### src/rtl/ldpc_pkg.sv
// Shared types and default widths for the LDPC early-termination controller.
// Stall detection is compiled in only when STALL_DETECT_EN is defined.
package ldpc_pkg;

    localparam int ET_COUNT_W   = 12;
    localparam int ET_ITER_W    = 6;
    localparam int ET_STALL_LIM = 4;

    typedef enum logic [1:0] {
        ET_NONE  = 2'd0,
        ET_CONV  = 2'd1,
        ET_MAXIT = 2'd2,
        ET_STALL = 2'd3
    } et_reason_t;

    typedef enum logic [1:0] {
        ET_IDLE = 2'd0,
        ET_RUN  = 2'd1,
        ET_DONE = 2'd2
    } et_state_t;

endpackage

### src/rtl/ldpc_stall_tracker.sv
// Lowest-count register plus consecutive non-improving iteration counter.
// Used by ldpc_early_term only when STALL_DETECT_EN is defined.
module ldpc_stall_tracker
    import ldpc_pkg::*;
#(
    parameter int COUNT_W   = ET_COUNT_W,
    parameter int STALL_LIM = ET_STALL_LIM
) (
    input  logic               clk,
    input  logic               rst_n,
    input  logic               clear,
    input  logic               upd,
    input  logic [COUNT_W-1:0] cnt,
    output logic [COUNT_W-1:0] best_cnt,
    output logic               stall_hit
);

    localparam int SW = $clog2(STALL_LIM + 1);
    localparam logic [SW-1:0] LIM = SW'(STALL_LIM);

    logic [SW-1:0] stall_q;
    logic [SW-1:0] stall_d;
    logic          improved;

    assign improved = (cnt < best_cnt);

    always_comb begin
        stall_d = stall_q;
        if (improved)
            stall_d = '0;
        else if (stall_q >= LIM)
            stall_d = LIM;
        else
            stall_d = stall_q + SW'(1);
    end

    // Looks ahead at the count being accepted so the decision lands with it.
    assign stall_hit = (stall_d == LIM);

    always_ff @(posedge clk or negedge rst_n) begin
        if (!rst_n) begin
            best_cnt <= '1;
            stall_q  <= '0;
        end else if (clear) begin
            best_cnt <= '1;
            stall_q  <= '0;
        end else if (upd) begin
            if (improved)
                best_cnt <= cnt;
            stall_q <= stall_d;
        end
    end

endmodule

### src/rtl/ldpc_early_term.sv
// LDPC iteration controller: stop on converge, max-iter, or stall.
// Define STALL_DETECT_EN to enable stall detection (reason 3).
module ldpc_early_term
    import ldpc_pkg::*;
#(
    parameter int COUNT_W   = ET_COUNT_W,
    parameter int ITER_W    = ET_ITER_W,
    parameter int STALL_LIM = ET_STALL_LIM
) (
    input  logic               clk,
    input  logic               rst_n,
    input  logic               start,
    input  logic [ITER_W-1:0]  max_iter,
    input  logic               cnt_valid,
    input  logic [COUNT_W-1:0] cnt,
    output logic               cnt_ready,
    output logic               dec_valid,
    output logic               dec_stop,
    output logic [1:0]         reason,
    output logic [ITER_W-1:0]  iter_num,
    output logic [COUNT_W-1:0] best_cnt,
    output logic               done
);

    et_state_t   state;
    et_reason_t  reason_q;
    logic [ITER_W-1:0] max_lat;
    logic [ITER_W-1:0] iter_next;
    logic accept;
    logic conv;
    logic maxit;
    logic stall_hit;

    assign cnt_ready = (state == ET_RUN) && !dec_valid;
    // start wins over a count presented in the same cycle
    assign accept    = cnt_valid && cnt_ready && !start;
    assign iter_next = (iter_num == '1) ? iter_num
                                        : iter_num + ITER_W'(1);
    assign conv      = (cnt == '0);
    assign maxit     = (iter_next >= max_lat);
    assign reason    = reason_q;

`ifdef STALL_DETECT_EN
    ldpc_stall_tracker #(
        .COUNT_W   (COUNT_W),
        .STALL_LIM (STALL_LIM)
    ) u_stall (
        .clk       (clk),
        .rst_n     (rst_n),
        .clear     (start),
        .upd       (accept),
        .cnt       (cnt),
        .best_cnt  (best_cnt),
        .stall_hit (stall_hit)
    );
`else
    assign stall_hit = 1'b0;

    always_ff @(posedge clk or negedge rst_n) begin
        if (!rst_n)
            best_cnt <= '1;
        else if (start)
            best_cnt <= '1;
        else if (accept && (cnt < best_cnt))
            best_cnt <= cnt;
    end
`endif

    always_ff @(posedge clk or negedge rst_n) begin
        if (!rst_n) begin
            state     <= ET_IDLE;
            reason_q  <= ET_NONE;
            max_lat   <= '0;
            iter_num  <= '0;
            dec_valid <= 1'b0;
            dec_stop  <= 1'b0;
            done      <= 1'b0;
        end else begin
            dec_valid <= 1'b0;
            dec_stop  <= 1'b0;
            if (start) begin
                state    <= ET_RUN;
                reason_q <= ET_NONE;
                iter_num <= '0;
                done     <= 1'b0;
                max_lat  <= (max_iter == '0) ? ITER_W'(1)
                                             : max_iter;
            end else if (accept) begin
                dec_valid <= 1'b1;
                iter_num  <= iter_next;
                if (conv) begin
                    reason_q <= ET_CONV;
                    dec_stop <= 1'b1;
                    done     <= 1'b1;
                    state    <= ET_DONE;
                end else if (maxit) begin
                    reason_q <= ET_MAXIT;
                    dec_stop <= 1'b1;
                    done     <= 1'b1;
                    state    <= ET_DONE;
                end else if (stall_hit) begin
                    reason_q <= ET_STALL;
                    dec_stop <= 1'b1;
                    done     <= 1'b1;
                    state    <= ET_DONE;
                end else begin
                    reason_q <= ET_NONE;
                end
            end
        end
    end

endmodule
### config.mk
export PLATFORM = sky130hd
export DESIGN_NAME = ldpc_early_term
export DESIGN_NICKNAME = d
export VERILOG_FILES = /design/src/rtl/ldpc_pkg.sv /design/src/rtl/ldpc_stall_tracker.sv /design/src/rtl/ldpc_early_term.sv
export SDC_FILE = /design/constraint.sdc
export NUM_CORES = 1
export LEC_CHECK = 0
export BUFFER_PORTS_ARGS = -buffer_cell sky130_fd_sc_hd__buf_2
export CAP_MARGIN = 20
export CORE_AREA = 2 2 77 79
export CTS_CLUSTER_DIAMETER = 40
export DETAILED_ROUTE_END_ITERATION = 10
export DIE_AREA = 0 0 79 81
export PLACE_DENSITY = 0.62
export SLEW_MARGIN = 30
export SYNTH_ARGS = -nofsm -noshare
export SYNTH_HDL_FRONTEND = slang
export SYNTH_HIERARCHICAL = 1
export SYNTH_SLANG_ARGS = --single-unit
### constraint.sdc
create_clock -name clk -period 2.15 [get_ports clk]
set_input_delay 0.1075 -clock clk [delete_from_list [all_inputs] [get_ports clk]]
set_output_delay 0.1075 -clock clk [all_outputs]
set_load 0.05 [all_outputs]
Word level (Yosys, flattened, before mapping) --
Cells that the tools add are included.
Word-level totals: flip-flop bits (word level) 31, latch bits 0, RAM bits 0, memory bits (read-only) 0, input port bits 22, output and inout bits 24, logic and storage cells 49, memories 0
Cells by class: $add $sub $neg 1, $mul 0, div/mod/pow operators 0, order comparisons 2, equality and inequality tests 2, shifts and indexed selects 0, multiplexer cells 24, bitwise logic cells 0, reduce and logical (&&, ||, !) cells 12
Operators by type and width (number):
- two-way mux 12 bit | 2
- two-way mux 6 bit | 4
- two-way mux 2 bit | 8
- logical NOT 12 bit | 1
- less-than comparator 12 bit | 1
- two-way mux 1 bit | 10
- adder 6 x 1 -> 6 bit, second input constant | 1
- == test 6 bit, second input constant | 1
- >= comparator 6 bit | 1
- logical NOT 6 bit | 1
- logical AND 1 bit | 4
- nonzero test 2 bit | 2
- nonzero test 3 bit | 1
- == test 2 x 1 -> 1 bit, second input constant | 1
- logical NOT 1 bit | 2
- AND reduction 2 bit | 1

Longest topological paths before layout --
depth after elaboration 7, gate-level depth with buffers 10, mapped depth without buffers 10

Worst setup path before layout --
OpenSTA, ideal clock, no wires.
path kind reg-to-reg, start point reg done (netlist name), end point reg state[0], setup time 120 ps, data arrival time 2643 ps, required time 2030 ps, path slack -614 ps, cell stages (with the launch flop) 6, buffers on the path 0, clock period less this slack 2764 ps, cells stage by stage dfrtp_1 -> nor3b_1 -> nand2_1 -> nand2_1 -> nand2_1 -> a31o_2
RTL lines:
- end signal, assigned | line ldpc_early_term.sv:71 | state <= ET_IDLE;
- end signal, assigned | line ldpc_early_term.sv:82 | state <= ET_RUN;
- end signal, assigned | line ldpc_early_term.sv:95 | state <= ET_DONE;
- end, declared | line ldpc_early_term.sv:25 | et_state_t state;

Final worst setup path --
start point reg iter_num[1], end point reg state[0]
Between the ends: cells in the longest elaborated chain, start to end 5, elaborated cells on any way between the ends 6, those cells by class add/sub: 1; order compare: 1; eq/ne: 1; mux: 1; reduce/logical: 2
RTL lines:
- start, declared | line ldpc_early_term.sv:20 | output logic [ITER_W-1:0] iter_num,
- start signal, assigned | line ldpc_early_term.sv:90 | iter_num <= iter_next;
- adder 6 x 1 -> 6 bit or == test 6 bit (tied branches) | line ldpc_early_term.sv:38, ldpc_early_term.sv:37
- two-way mux 6 bit * | line ldpc_early_term.sv:37 | assign iter_next = (iter_num == '1) ? iter_num
- >= comparator 6 bit * | line ldpc_early_term.sv:40 | assign maxit = (iter_next >= max_lat);
- nonzero test 3 bit (no source line) *
- AND reduction 2 bit (no source line) *
Every way passes the cells marked *; elsewhere a longest branch is shown, timed or not. A chain may end at the register's enable or synchronous reset.

==> impl_metrics.toml <==
[routing]
ant_nets = 0
drt_iter0_drc = 51
wl_per_cell_um = 14.0
first_pass_iters = 4
drc = 0
vias_per_cell = 5.01
num_vias = 1634
routed_wirelength_um = 4560

[cells_and_area]
area_delta_synth_final_pct = 30.5
n_antenna_cell = 0
fin_nets = 290
final_cell_mix = "buf_2 (45), nand2_1 (32), inv_1 (18)"
drive_above_1_share_pct = 42.6
layout_commonest_cell = "buf_2"

[sta]
setup-violations-final = 1
period_share_pct = 101
setup_ws_ns = -0.0151
skew_ns = 0.00617
relSlewSlack_pct = 54.8
whs_ns = 0.0400
fin_crit_ns = 2.17
fmax_mhz = 462
rsz0062_at_grt = "yes"
finalHoldViolCount = 0
tightest_slew_ns = 0.677
setup_tns_ns = -0.0151
final_max_slew_viol_count = 0

[global_routing]
grt_pass1_wl_um = 7830
grt_overflow = 0
grt_max_degree = 31
antenna_found_initial = 0
grtUsageTotal_pct = 15.9
grt_pass1_vias = 1648

[clock_network]
clkLatencyLatePin_ns = 0.29
htreeDepth = 2
root_buffer = "clkbuf_8"
cts_tree = "yes"
post-cts-setup-buffers = 0
cts_buffers = 5
clk_pin_slew_ns = 0.07
cts.sinks = 30
ctsLongestPathBuffers = 2

[yosys]
synth-edff-count = 0
ys_types = 42
ys_seq_area_share_pct = 40.6
syn-cell-area_um2 = 1890
async_flop_share_pct = 100
syn_inst = 191
ys_ff_latch = 30
syn_area_per_cell_um2 = 9.89
syn_nets = 231
ys_warn_count = 6
synth_flop_cell = "dfrtp_1"

[placement]
place_congestion = 0.787
hpwl_um = 3340
io_buffers = 45

[setup_path]
start_kind = "register"
crit_type = "register to register"
cp_max_fo = 5
required_ns = 2.33
cp.arrival_ns = 2.34
cp-end-kind = "register"

[power_and_ir_drop]
powerDensity_nw_per_um2 = 644
power_leakage_nw = 1.15
swShare_pct = 34.5
power_frac_seq_pct = 40.1
switching_power_mw = 0.548
max-vdd-ir-drop_mv = 0.392
internal_power_mw = 1.04
pwr-share-comb_pct = 29.4
power.total_mw = 1.59
power.share.clock_pct = 30.4

[flow_run]
max_cap_viol_count = 0

[worst_hold_path]
min_path_type = "input port to register"

[die]
rows = 28
core_area_um2 = 5680
io_pins = 46
die-area_um2 = 6400
start_util_pct = 33.3
die_y_um = 81
die_x_um = 79

[outcome]
violations = "negative setup slack"
status = "complete, but fails checks"
sequential cells by signal (all words and copies together), names as in the netlist:
name	count
best_cnt	12
state	1
dec_stop	1
reason	2
iter_num	6
max_lat	6
dec_valid	1
done	1
Yosys cell counts (2+ instances only):
master / number / area (µm²)
a21o_1: 3 / 22.5
a21oi_1: 13 / 65.1
a31oi_1: 2 / 12.5
clkbuf_1: 3 / 11.3
dfrtp_1: 18 / 450
dfstp_2: 12 / 315
ha_1: 18 / 225
inv_1: 18 / 67.6
mux2_2: 2 / 22.5
nand2_1: 32 / 120
nand2b_1: 3 / 18.8
nand3_1: 7 / 35.0
nor2_1: 8 / 30.0
nor3_1: 2 / 10.0
nor4_1: 3 / 18.8
o211ai_1: 4 / 30.0
o21a_1: 2 / 15.0
o21ai_0: 5 / 25.0
o21ai_1: 4 / 20.0
o221ai_1: 2 / 17.5
o221ai_2: 8 / 120
xor2_1: 2 / 17.5
power groups by stage:
stage	Combinational (mW)	Clock (mW)	Sequential (mW)
2_1_floorplan	0.225	0	0.749
3_3_place_gp	0.443	0	0.646
3_5_place_dp	0.451	0	0.647
4_1_cts	0.454	0.503	0.637
5_1_grt	0.515	0.524	0.642
6_report	0.467	0.483	0.637
worst max-delay path, stage by stage, from the launching register on:
cell	delay (ns)
dfrtp_2	0.42
ha_4	0.16
and3_4	0.18
nand3_4	0.11
mux2_4	0.32
ha_4	0.26
a21o_1	0.13
a21oi_2	0.06
o21a_1	0.21
a31o_2	0.21
cell type report:
class                           count  area [µm²]
Inverter                           19        71.3
Timing Repair Buffer               57         322
Clock buffer                        7        86.3
Sequential cell                    30         771
Tap cell                           75        93.8
Fill cell                         584        3210
Clock inverter                      1        5.00
Multi-Input combinational cell    137        1110
metal layers:
layer | wire [µm] | part of all wire, % | track usage (%) | up-vias
met1 | 2100 | 46 | 20.1 | 785
li1 | - | - | - | 801
met4 | 70 | 1.5 | 5.69 | 0
met3 | 217 | 4.8 | 3.44 | 8
met5 | 0 | 0 | 0 | -
met2 | 2160 | 47 | 27.0 | 40
logic make-up after synthesis:
| family | after synthesis | synth area share, % |
|---|---|---|
| AOI/OAI and AO/OA | 49 | 21.5 |
| buffers and inverters | 25 | 6.16 |
| muxes | 3 | 1.79 |
| and+or+nand+nor | 63 | 16.6 |
| xor gates and xnor gates | 3 | 1.39 |
| adders and majority gates | 18 | 11.9 |
| DFF | 30 | 40.6 |
timing repair:
action	in CTS	in global routing
gates cloned	0	1
hold buffers	1	0
pin swaps	0	4
gates resized for setup	1	4
endpoints found under the setup margin	3	7
endpoints found under the hold margin	18	0
through the flow:
| stage | instance area [µm²] | util, % | setup WS, ns | instances |
|---|---|---|---|---|
| final | 2460 | 43.4 | -0.0151 | 326 |
| after global routing | 2460 | 43.4 | -0.112 | 326 |
| after CTS | 2430 | 42.8 | -0.00634 | 325 |
| after detailed placement | 2330 | 41.0 | 0.0000662 | 316 |
| after global placement | 2330 | 41.0 | 0.0380 | 316 |
| after floorplan | 1970 | - | -0.170 | 191 |
path summary, 6_finish.rpt:
path,startpoint,end,slack (ns),cells past startpoint
hold / removal,max_iter[1],max_lat[1],0.04,3
setup / recovery,iter_num[1],state[0],-0.02,9
setup reg to reg,iter_num[1],state[0],-0.02,9
min in group asynchronous,rst_n,iter_num[2],0.39,2
max in group asynchronous,rst_n,iter_num[3],1.28,2
hold reg to reg,max_lat[5],max_lat[5],0.51,2
Power figures use the tool's default switching activity.
